File: config.mk
export PLATFORM = sky130hd
export DESIGN_NAME = draw_sequencer
export DESIGN_NICKNAME = d
export VERILOG_FILES = /design/src/rtl/draw_sequencer.sv
export SDC_FILE = /design/constraint.sdc
export NUM_CORES = 1
export LEC_CHECK = 0
export CAP_MARGIN = 20
export CELL_PAD_IN_SITES_DETAIL_PLACEMENT = 0
export CELL_PAD_IN_SITES_GLOBAL_PLACEMENT = 1
export CORE_UTILIZATION = 24
export DETAILED_ROUTE_END_ITERATION = 8
export HOLD_SLACK_MARGIN = 0.15
export PLACE_DENSITY_LB_ADDON = 0.1
export RECOVER_POWER = 100
export SETUP_SLACK_MARGIN = 0.02
export SYNTH_ARGS = -nofsm -noshare
export SYNTH_HDL_FRONTEND = slang
export SYNTH_SLANG_ARGS = --single-unit
File: constraint.sdc
create_clock -name clk_i -period 3.4 [get_ports clk_i]
set_clock_uncertainty 0.05 [all_clocks]
set_input_delay 0.51 -clock clk_i [delete_from_list [all_inputs] [get_ports clk_i]]
set_output_delay 0.51 -clock clk_i [all_outputs]
set_load 0.02 [all_outputs]
File: src/rtl/draw_sequencer.sv
// draw_sequencer: runs fill/circle/reuleaux engines in order 0->1->2 and muxes the active one onto the VGA plot port.
// Optional RUN watchdog enabled by defining DRAW_SEQ_TIMEOUT_EN (limit set by TIMEOUT).
module draw_sequencer #(
   parameter int TIMEOUT = 20000
) (
   input  logic        clk_i,
   input  logic        rst_n_i,
   input  logic        start_i,
   input  logic [2:0]  en_mask_i,
   output logic        busy_o,
   output logic        done_o,
   output logic        timeout_err_o,
   output logic [2:0]  eng_start_o,
   input  logic [2:0]  eng_done_i,
   input  logic [23:0] eng_x_i,
   input  logic [20:0] eng_y_i,
   input  logic [8:0]  eng_colour_i,
   input  logic [2:0]  eng_plot_i,
   output logic [7:0]  vga_x_o,
   output logic [6:0]  vga_y_o,
   output logic [2:0]  vga_colour_o,
   output logic        vga_plot_o
);
   typedef enum logic [2:0] {IDLE, SEL, RUN, RELEASE, DONE} state_t;
   state_t      state_q, state_d;
   logic [1:0]  cur_q, cur_d;
   logic [2:0]  pending_q, pending_d;
   logic        run, done_cur, to_hit;
   assign run      = state_q == RUN;
   assign done_cur = eng_done_i[cur_q];
`ifdef DRAW_SEQ_TIMEOUT_EN
   localparam int CW = $clog2(TIMEOUT + 1);
   logic [CW-1:0] cnt_q;
   logic          err_q;
   assign to_hit        = run && !done_cur && (cnt_q == CW'(TIMEOUT - 1));
   assign timeout_err_o = err_q;
   // counter is held at zero outside RUN, so it is cleared on every entry to RUN
   always_ff @(posedge clk_i or negedge rst_n_i) begin
      if (!rst_n_i) begin
         cnt_q <= '0;
         err_q <= 1'b0;
      end else begin
         cnt_q <= run ? cnt_q + CW'(1) : '0;
         err_q <= (state_q == IDLE && start_i) ? 1'b0 : (err_q | to_hit);
      end
   end
`else
   assign to_hit        = 1'b0;
   assign timeout_err_o = 1'b0;
`endif
   always_ff @(posedge clk_i or negedge rst_n_i) begin
      if (!rst_n_i) begin
         state_q   <= IDLE;
         cur_q     <= 2'd0;
         pending_q <= 3'd0;
      end else begin
         state_q   <= state_d;
         cur_q     <= cur_d;
         pending_q <= pending_d;
      end
   end
   always_comb begin
      state_d   = state_q;
      cur_d     = cur_q;
      pending_d = pending_q;
      case (state_q)
         IDLE: if (start_i) begin
            pending_d = en_mask_i;
            state_d   = SEL;
         end
         SEL: if (pending_q == 3'd0) state_d = DONE;
         else begin
            cur_d   = pending_q[0] ? 2'd0 : pending_q[1] ? 2'd1 : 2'd2;
            state_d = RUN;
         end
         RUN: if (done_cur || to_hit) begin
            pending_d[cur_q] = 1'b0;
            state_d          = RELEASE;
         end
         RELEASE: if (!done_cur) state_d = SEL;
         DONE: if (!start_i) state_d = IDLE;
         default: state_d = IDLE;
      endcase
   end
   assign busy_o       = state_q == SEL || run || state_q == RELEASE;
   assign done_o       = state_q == DONE;
   assign eng_start_o  = run ? 3'b001 << cur_q : 3'b000;
   assign vga_x_o      = !run ? 8'd0 : cur_q == 2'd2 ? eng_x_i[23:16] : cur_q == 2'd1 ? eng_x_i[15:8] : eng_x_i[7:0];
   assign vga_y_o      = !run ? 7'd0 : cur_q == 2'd2 ? eng_y_i[20:14] : cur_q == 2'd1 ? eng_y_i[13:7] : eng_y_i[6:0];
   assign vga_colour_o = !run ? 3'd0 : cur_q == 2'd2 ? eng_colour_i[8:6] : cur_q == 2'd1 ? eng_colour_i[5:3] : eng_colour_i[2:0];
   assign vga_plot_o   = run && eng_plot_i[cur_q];
endmodule
======== Yosys cells after proc, flatten, opt, wreduce, memory -nomap -nowiden ========
Index checks and enable logic that the tools add are counted.
storage, ports and cells
  memories ................................ 0
  input bits .............................. 66
  flip-flop bits (word level) ............. 8
  ROM bits ................................ 0
  memory bits (writable) .................. 0
  bits in latches ......................... 0
  logic and storage cells ................. 56
  output and inout bits ................... 25
cells by class
  muxes and demuxes ....................... 27
  bitwise logic cells ..................... 3
  div/mod/pow operators ................... 0
  add/subtract/negate cells ............... 0
  $mul .................................... 0
  $lt $le $gt $ge ......................... 2
  reductions and logical operators ........ 10
  equality and inequality tests ........... 10
  shift operators ......................... 1
operators with widths
  cell                                                                    number
  3-bit two-way mux                                                       11
  8-bit two-way mux                                                       3
  7-bit two-way mux                                                       3
  3-bit case mux with 5 select lines                                      1
  3-bit by 2-bit equality test with 1-bit output (second input constant)  2
  3-bit zero test                                                         2
  2-bit != test (second input constant)                                   3
  3-bit case mux with 2 select lines                                      1
  1-bit binary-select mux with 2-bit select                               2
  2-bit two-way mux                                                       2
  4-bit AND reduction                                                     1
  3-bit bitwise AND                                                       1
  3-bit by 1-bit equality test with 1-bit output (second input constant)  1
  3-bit equality test (second input constant)                             1
  2-bit by 3-bit < comparator with 1-bit output (second input constant)   1
  1-bit two-way mux                                                       3
  3-bit NOT                                                               1
  3-bit AND reduction                                                     1
  1-bit by 2-bit << shifter with 3-bit output (first input constant)      1
  1-bit demux with 2-bit select                                           1
  2-bit by 1-bit equality test with 1-bit output (second input constant)  1
  2-bit equality test (second input constant)                             1
  2-bit by 1-bit >= comparator with 1-bit output (second input constant)  1
  1-bit logical AND                                                       2
  5 further kinds                                                         6

======== Depth between registers and ports, before layout ========
Gate-level depths: netlist of the first run.
  depth in word-level cells ............... 8
  gate-level depth with buffers ........... 5
  gate-level depth less buffers ........... 3

======== Worst setup path after synthesis of the first run ========
OpenSTA, ideal clock, no wires.
  kind .................................... reg-to-output
  from .................................... reg cur_q[1]
  to ...................................... out vga_x_o[5]
  buffers on the path ..................... 3
  data required time ...................... 2.840 ns
  cell stages (with the launch flop) ...... 6
  path slack .............................. 1.301 ns
  arrival time ............................ 1.539 ns
  path through ............................ dfrtp_1 buf_6 buf_4 clkbuf_1 a211oi_1 a211oi_1
on the way
  cells in the longest elaborated chain, start to end .. 4
  elaborated cells on any way between the ends .. 5
  classes of those cells .................. 2 x eq/ne; 3 x mux
ends and longest elaborated chain
  element                                         line  source
  from (decl)                                     26    logic [1:0] cur_q, cur_d;
  from (signal assigned)                          58    cur_q <= cur_d;
  2-bit by 1-bit equality test with 1-bit output  88    assign vga_x_o = !run ? 8'd0 : cur_q == 2'd2 ? eng_x_i[23:16] : cur_q == 2'd1 ? eng_x_i[15:8] : eng_x_i[7:0];
  8-bit two-way mux                               88
  8-bit two-way mux * (2 in series)               88
  to (decl)                                       19    output logic [7:0] vga_x_o,
Every way passes the cells marked *; elsewhere a longest branch is shown, timed or not.

======== Worst setup path after layout of the first run ========
  from .................................... reg cur_q[0]
  to ...................................... out vga_x_o[2]
Same word-level chain as after synthesis.

==> run metrics, run 1 <==
status completed; register area share after synthesis 16.67%; routed vias 1476; Port-buffer cells 89; DRT antenna net count 0; nature of the critical path endpoint output pin; Worst R2R Setup Slack between 1000 and 1500 ps; Arr. time, crit path approximately 2300 ps; drt initial violations between 50 and 60; total track usage between 10 and 15%; unrepaired setup endpoints after global routing no; Slew HR about 55%; Die X about 73 um; largest net degree at the start of global routing between 40 and 50; Worst-Margin Slew 668.3 ps; final WL between 3000 and 4000 um; synth cell count leaders a211oi_1, mux2i_1, nor2b_1, nor2_1, clkbuf_1; setup_tns 0 ps; worst vdd ir 0.3399 mV; synthesized area roughly 1200 um^2; placement row count 25; power per cell area between 600 and 700 nW/um^2; H-tree Lvls 1; Seq cells post-synth 8; drt wl/cell 13.36 um; Yosys warnings 0; clock buffer depth 2; Pleak 0.8394 nW; syn_area_per_cell about 7.9 um^2; syn nets approximately 220; clock buffers created by TritonCTS 3; MaxCap Viol Count 0; CP required 2840 ps; Final Net Count roughly 300; fin cells ~300; Yosys top cell area share roughly 23%; initial cell density of the core about a quarter; clock root buffer clkbuf_8; fin. max-slew vios 0; Die ar. 5292 um^2; setup violators final 0; die height approximately 73 um; drt first pass iters 4; final hold vios 0; maximum fanout along the worst path 29; FMAX about 340 MHz; HP Class reg -> reg; FF+latch area 201.4 um^2; area of the multi-input gates around 880 um^2; number of filler cells placed in the layout approximately 490; min Tclk post-route a little under 3000 ps; cts hold-fix bufs 0; Placer Congestion 0.7328; Post-synth EDFFs 0; class of the most critical setup path reg -> out; area leader, netlist a211oi_1; vias in the first global route approximately 1400; num ports a little over 90; DP HPWL about 3000 um; synth top area cells a211oi_1, dfrtp_1, mux2i_1, nor2b_1, nor2_1; placed insts approximately 300; Async SR Flop Fraction 100.0%; diode count 0; most frequent cell after synthesis a211oi_1; Residual DRC 0; layout overhead on the synthesized area 79.06%; first-pass GRT wire length 6023 um; Setup Fix Bufs, Post-CTS 0; CTS sink cnt 8; CTS-repair resized insts 0; fin crit share between 80% and 90%; post-synthesis cell type count 34; share of post-route cells with drive strength above 1 approximately 3%; startpoint types register; gr ovfl total 0; Reg clk slew, reported paths 50 ps; Primary FF master, synth dfrtp_1; clk_lat worst skew 240 ps; Core Area between 4000 and 5000 um^2; total power 1.496 mW; CTS tree done; Cells after Synth around 150; initial antenna violation count 0; drt via density slightly below 5
[worst paths after layout]
path / end / from / depth (start not counted)
hold / removal: cur_q[0]$_DFFE_PN0P_ / pending_q[1]$_DFFE_PN0P_ / 2
setup reg to reg: pending_q[0]$_DFFE_PN0P_ / cur_q[1]$_DFFE_PN0P_ / 4
max in group asynchronous: cur_q[1]$_DFFE_PN0P_ / rst_n_i / 1
setup / recovery: vga_x_o[2] / cur_q[0]$_DFFE_PN0P_ / 4
min in group asynchronous: state_q[1]$_DFFE_PN0P_ / rst_n_i / 1
hold reg to reg: cur_q[0]$_DFFE_PN0P_ / pending_q[1]$_DFFE_PN0P_ / 2
[sequential cells by signal, indices dropped and copies added (netlist names)]
signal and count:
pending_q 3, cur_q 2, state_q 3
[metrics by stage]
| stage | setup slack [ps] | hold WS, ps | utilization (%) | area (um^2) |
|---|---|---|---|---|
| 4_1_cts | 503.3 | 522.4 | 45.47 | 2162 |
| 3_3_place_gp | 766.4 | 527.2 | 44.53 | 2117 |
| 3_5_place_dp | 749.6 | 521.8 | 44.53 | 2117 |
| 2_1_floorplan | 1301 | 164.4 | - | 1201 |
| 6_report | 498.3 | 538.9 | 45.24 | 2151 |
| 5_1_grt | 342.9 | 563.3 | 45.24 | 2151 |
[metal layers]
metal	vias to the layer above	GRT usage [%]	routed length [um]
li1	738	-	-
met1	670	16.11	1650
met2	61	24.71	1879
met3	7	5.663	406
met4	0	3.268	43
met5	-	0	0
[cells by family (layout without fill, tap and decap cells)]
logic type | after synthesis | count (layout) | synth area share, %
compound gates | 56 | 56 | 34.58
simple gates | 45 | 45 | 21.88
buf+inv | 23 | 101 | 9.479
mux | 20 | 20 | 17.08
flops | 8 | 8 | 16.67
other cells | 1 | 1 | 0.3122
[worst max-delay path, cell delays in order, from the launching register on]
cell           delay, ps
dfrtp_1              680
buf_4                400
a211oi_1              80
a211oi_1             230
dlygate4sd3_1        710
[area by class of cell]
type	count	area share, %
Timing Repair Buffer	92	43.05
Inverter	5	0.8726
Sequential cell	8	9.366
Tap cell	67	3.898
Multi-Input combinational cell	122	40.72
Clock buffer	4	2.094
[where the power goes]
group | total, mW | switching, mW | leakage (nW) | internal (mW)
combinational | 1.09 | 0.573 | 0.717 | 0.514
sequential | 0.281 | 0.140 | 0.0993 | 0.140
clock | 0.128 | 0.0456 | 0.0228 | 0.0820
[layout by cell type (no fill, tap or decap), drive strengths merged, types with 2 or more instances in the layout]
master         count
nand2b             3
a211oi            37
o21ai              3
dfrtp              8
nor2              10
clkdlybuf4s50     64
a221oi             2
nand2              2
dlygate4sd3       25
a21oi              7
o22a               2
buf                3
nor3               2
clkbuf             4
inv                5
nor2b             19
mux2i             19
(Power assumes the default switching activity.)
==> run 2: changes to the inputs <==
Settings changed: CTS_CLUSTER_SIZE from default to 16, HOLD_SLACK_MARGIN 0.15 to default.
==> results of run 2 <==
No change in the layout: final DEF, timing and power equal those of run 1.
==> patch, RTL diff (settings of run 1) <==
Encoding of `state_t`: now one-hot (5 bits for 5 states).
--- a/src/rtl/draw_sequencer.sv
+++ b/src/rtl/draw_sequencer.sv
@@ -21,7 +21,7 @@
    output logic [2:0]  vga_colour_o,
    output logic        vga_plot_o
 );
-   typedef enum logic [2:0] {IDLE, SEL, RUN, RELEASE, DONE} state_t;
+   typedef enum logic [4:0] {IDLE = 5'b00001, SEL = 5'b00010, RUN = 5'b00100, RELEASE = 5'b01000, DONE = 5'b10000} state_t;
    state_t      state_q, state_d;
    logic [1:0]  cur_q, cur_d;
    logic [2:0]  pending_q, pending_d;
Formal check against the unedited RTL: same outputs for any inputs over 10 cycles, from zero or initial values and one cycle with rst_n_i low; not proved beyond that.
==> patch against run 1 <==
  * Wire length up 0.93%
  * Clock power hardly changed
  * Non-clock buffer count up 1
  * Area after synthesis fell by 2.1%
  * Setup slack lost 0.16 ns
  * Cell area is 2.9% lower
  * Global-route usage up 0.79 points
  * Sequential cell count increased by 2
  * Count of clock-buffer cells in the layout unchanged
  * Total power shrank 31%
==> patch: results (changes against run 1) <==
wl_mm: 4.02  # +0.93%
whs_ns: 0.516  # -0.0233 ns
max-slew-margin-rel_pct: 26.5  # -28 points
ys_top_cells_by_count: "17 x a21oi_1, 14 x nand2_1, 13 x a22oi_1"
critPathArrivalTime_ns: 2.50  # +0.16 ns
syn_nets: 216  # -1.4%
dp_hpwl_mm: 3.18  # +3.3%
fillers: 474  # -3.9%
synth_mux_area_share_pct: 5.96  # -11 points
synth_cell_types: 42  # +24%
drive_above_1_share_pct: 5.63  # +2.6 points
clk_path_buf_depth: 2  # unchanged
grt_pass1_vias: 1356  # -1.0%
reg.largest.list: "state_q: 5 flops, pending_q: 3 flops, cur_q: 2 flops"
async_flop_share_pct: 100  # unchanged
grt_pass1_wl_mm: 6.22  # +3.2%
holdPathEnd: "pending_q[0]"
grt_max_degree: 25  # -39%
synth_area_leaders: "dfrtp_1 19%, a22oi_1 8.3%, a21oi_1 7.2%"
wl_per_cell_um: 13.5  # +0.93%
overflow: 0  # unchanged
regToRegSetupSlack_ns: 1.01  # -0.21 ns
clock-root-buffer: "clkbuf_8"
reg2regPathDepth: 5  # +1
dr.pass1.iters: 6  # +2
yosysWarnings: 0  # unchanged
cts.sinks: 10  # +2
synth_compound_gate_area_share_pct: 35.7  # +1.2 points
hold_path_startpoint: "pending_q[0]"
netlist_instances: 150  # -2.0%
p_leak_nw: 0.845  # +0.67%
critPathMaxFanout: 10  # -66%
max_cap_viol_count: 0  # unchanged
crit-reg2reg-capture: "state_q[1]"
crit-reg2reg-launch: "cur_q[1]"
holdPathStages: 1  # -1
seq_area_frac_synth_pct: 21.4  # +4.7 points
grt_use_total_pct: 14.9  # +0.79 points
crit_path_end: "vga_x_o[6]"
status: "finished, final reports clean"
place_congestion: 0.875  # +19%
via_per_inst: 4.83  # -2.4%
drtIter0Drc: 48  # -14%
synth-xor-area-share_pct: 1.49  # +1.5 points
ctsHtreeMaxLevel: 1  # unchanged
switching_power_mw: 0.474  # -38%
post_cts_buffers: 0  # unchanged
-- patch: cell types whose count changed after synthesis, moves of 4 or more --
cell | run 1 | this run
nor2b_1 | 19 | 9
o21ai_0 | 1 | 5
a211oi_1 | 37 | 10
a22oi_1 | 0 | 13
mux2i_1 | 19 | 7
a21oi_1 | 7 | 17
clkbuf_1 | 9 | 2
nand2_1 | 2 | 14
-- patch: critical path: stages, from the launching register on --
cell           delay (ns)
dfrtp_1              0.39
nor2b_1              0.55
clkbuf_2             0.36
a22oi_1              0.10
a21oi_1              0.15
dlygate4sd3_1        0.71
-- patch: power by group through the flow --
| stage | clock (mW) | sequential (mW) | combinational (mW) |
|---|---|---|---|
| floorplan | 0 | 0.199 | 0.546 |
| global placement | 0 | 0.233 | 0.694 |
| detailed placement | 0 | 0.237 | 0.707 |
| CTS | 0.131 | 0.234 | 0.711 |
| global route | 0.137 | 0.241 | 0.742 |
| finish | 0.128 | 0.232 | 0.668 |
-- patch: layout make-up --
| class | count | area share [%] |
|---|---|---|
| repair buffers | 93 | 43.7 |
| inverters | 4 | 0.719 |
| well taps | 67 | 4.01 |
| multi-input cells | 120 | 37.4 |
| flip-flops and latches | 10 | 12.0 |
| clock buffers | 4 | 2.16 |
-- patch: layer usage --
metal	global-route usage (%)	wire length, um	vias up
li1	-	-	722
met1	18.1	1680	650
met2	27.0	2030	63
met3	2.78	265	5
met4	3.92	43	0
met5	0	0	-
-- patch: cells by family after synthesis --
group                     Yosys count
AOI/OAI and AO/OA                  61
xor gates and xnor gates            2
and+or+nand+nor                    49
other                               1
muxes                               7
buffers and inverters              20
DFF                                10
-- patch: through the flow --
stage,setup WS (ns),area (um^2)
after floorplan,1.26,1180
after global placement,0.737,2080
after detailed placement,0.634,2080
after CTS,0.354,2120
after global routing,0.125,2090
final,0.340,2090
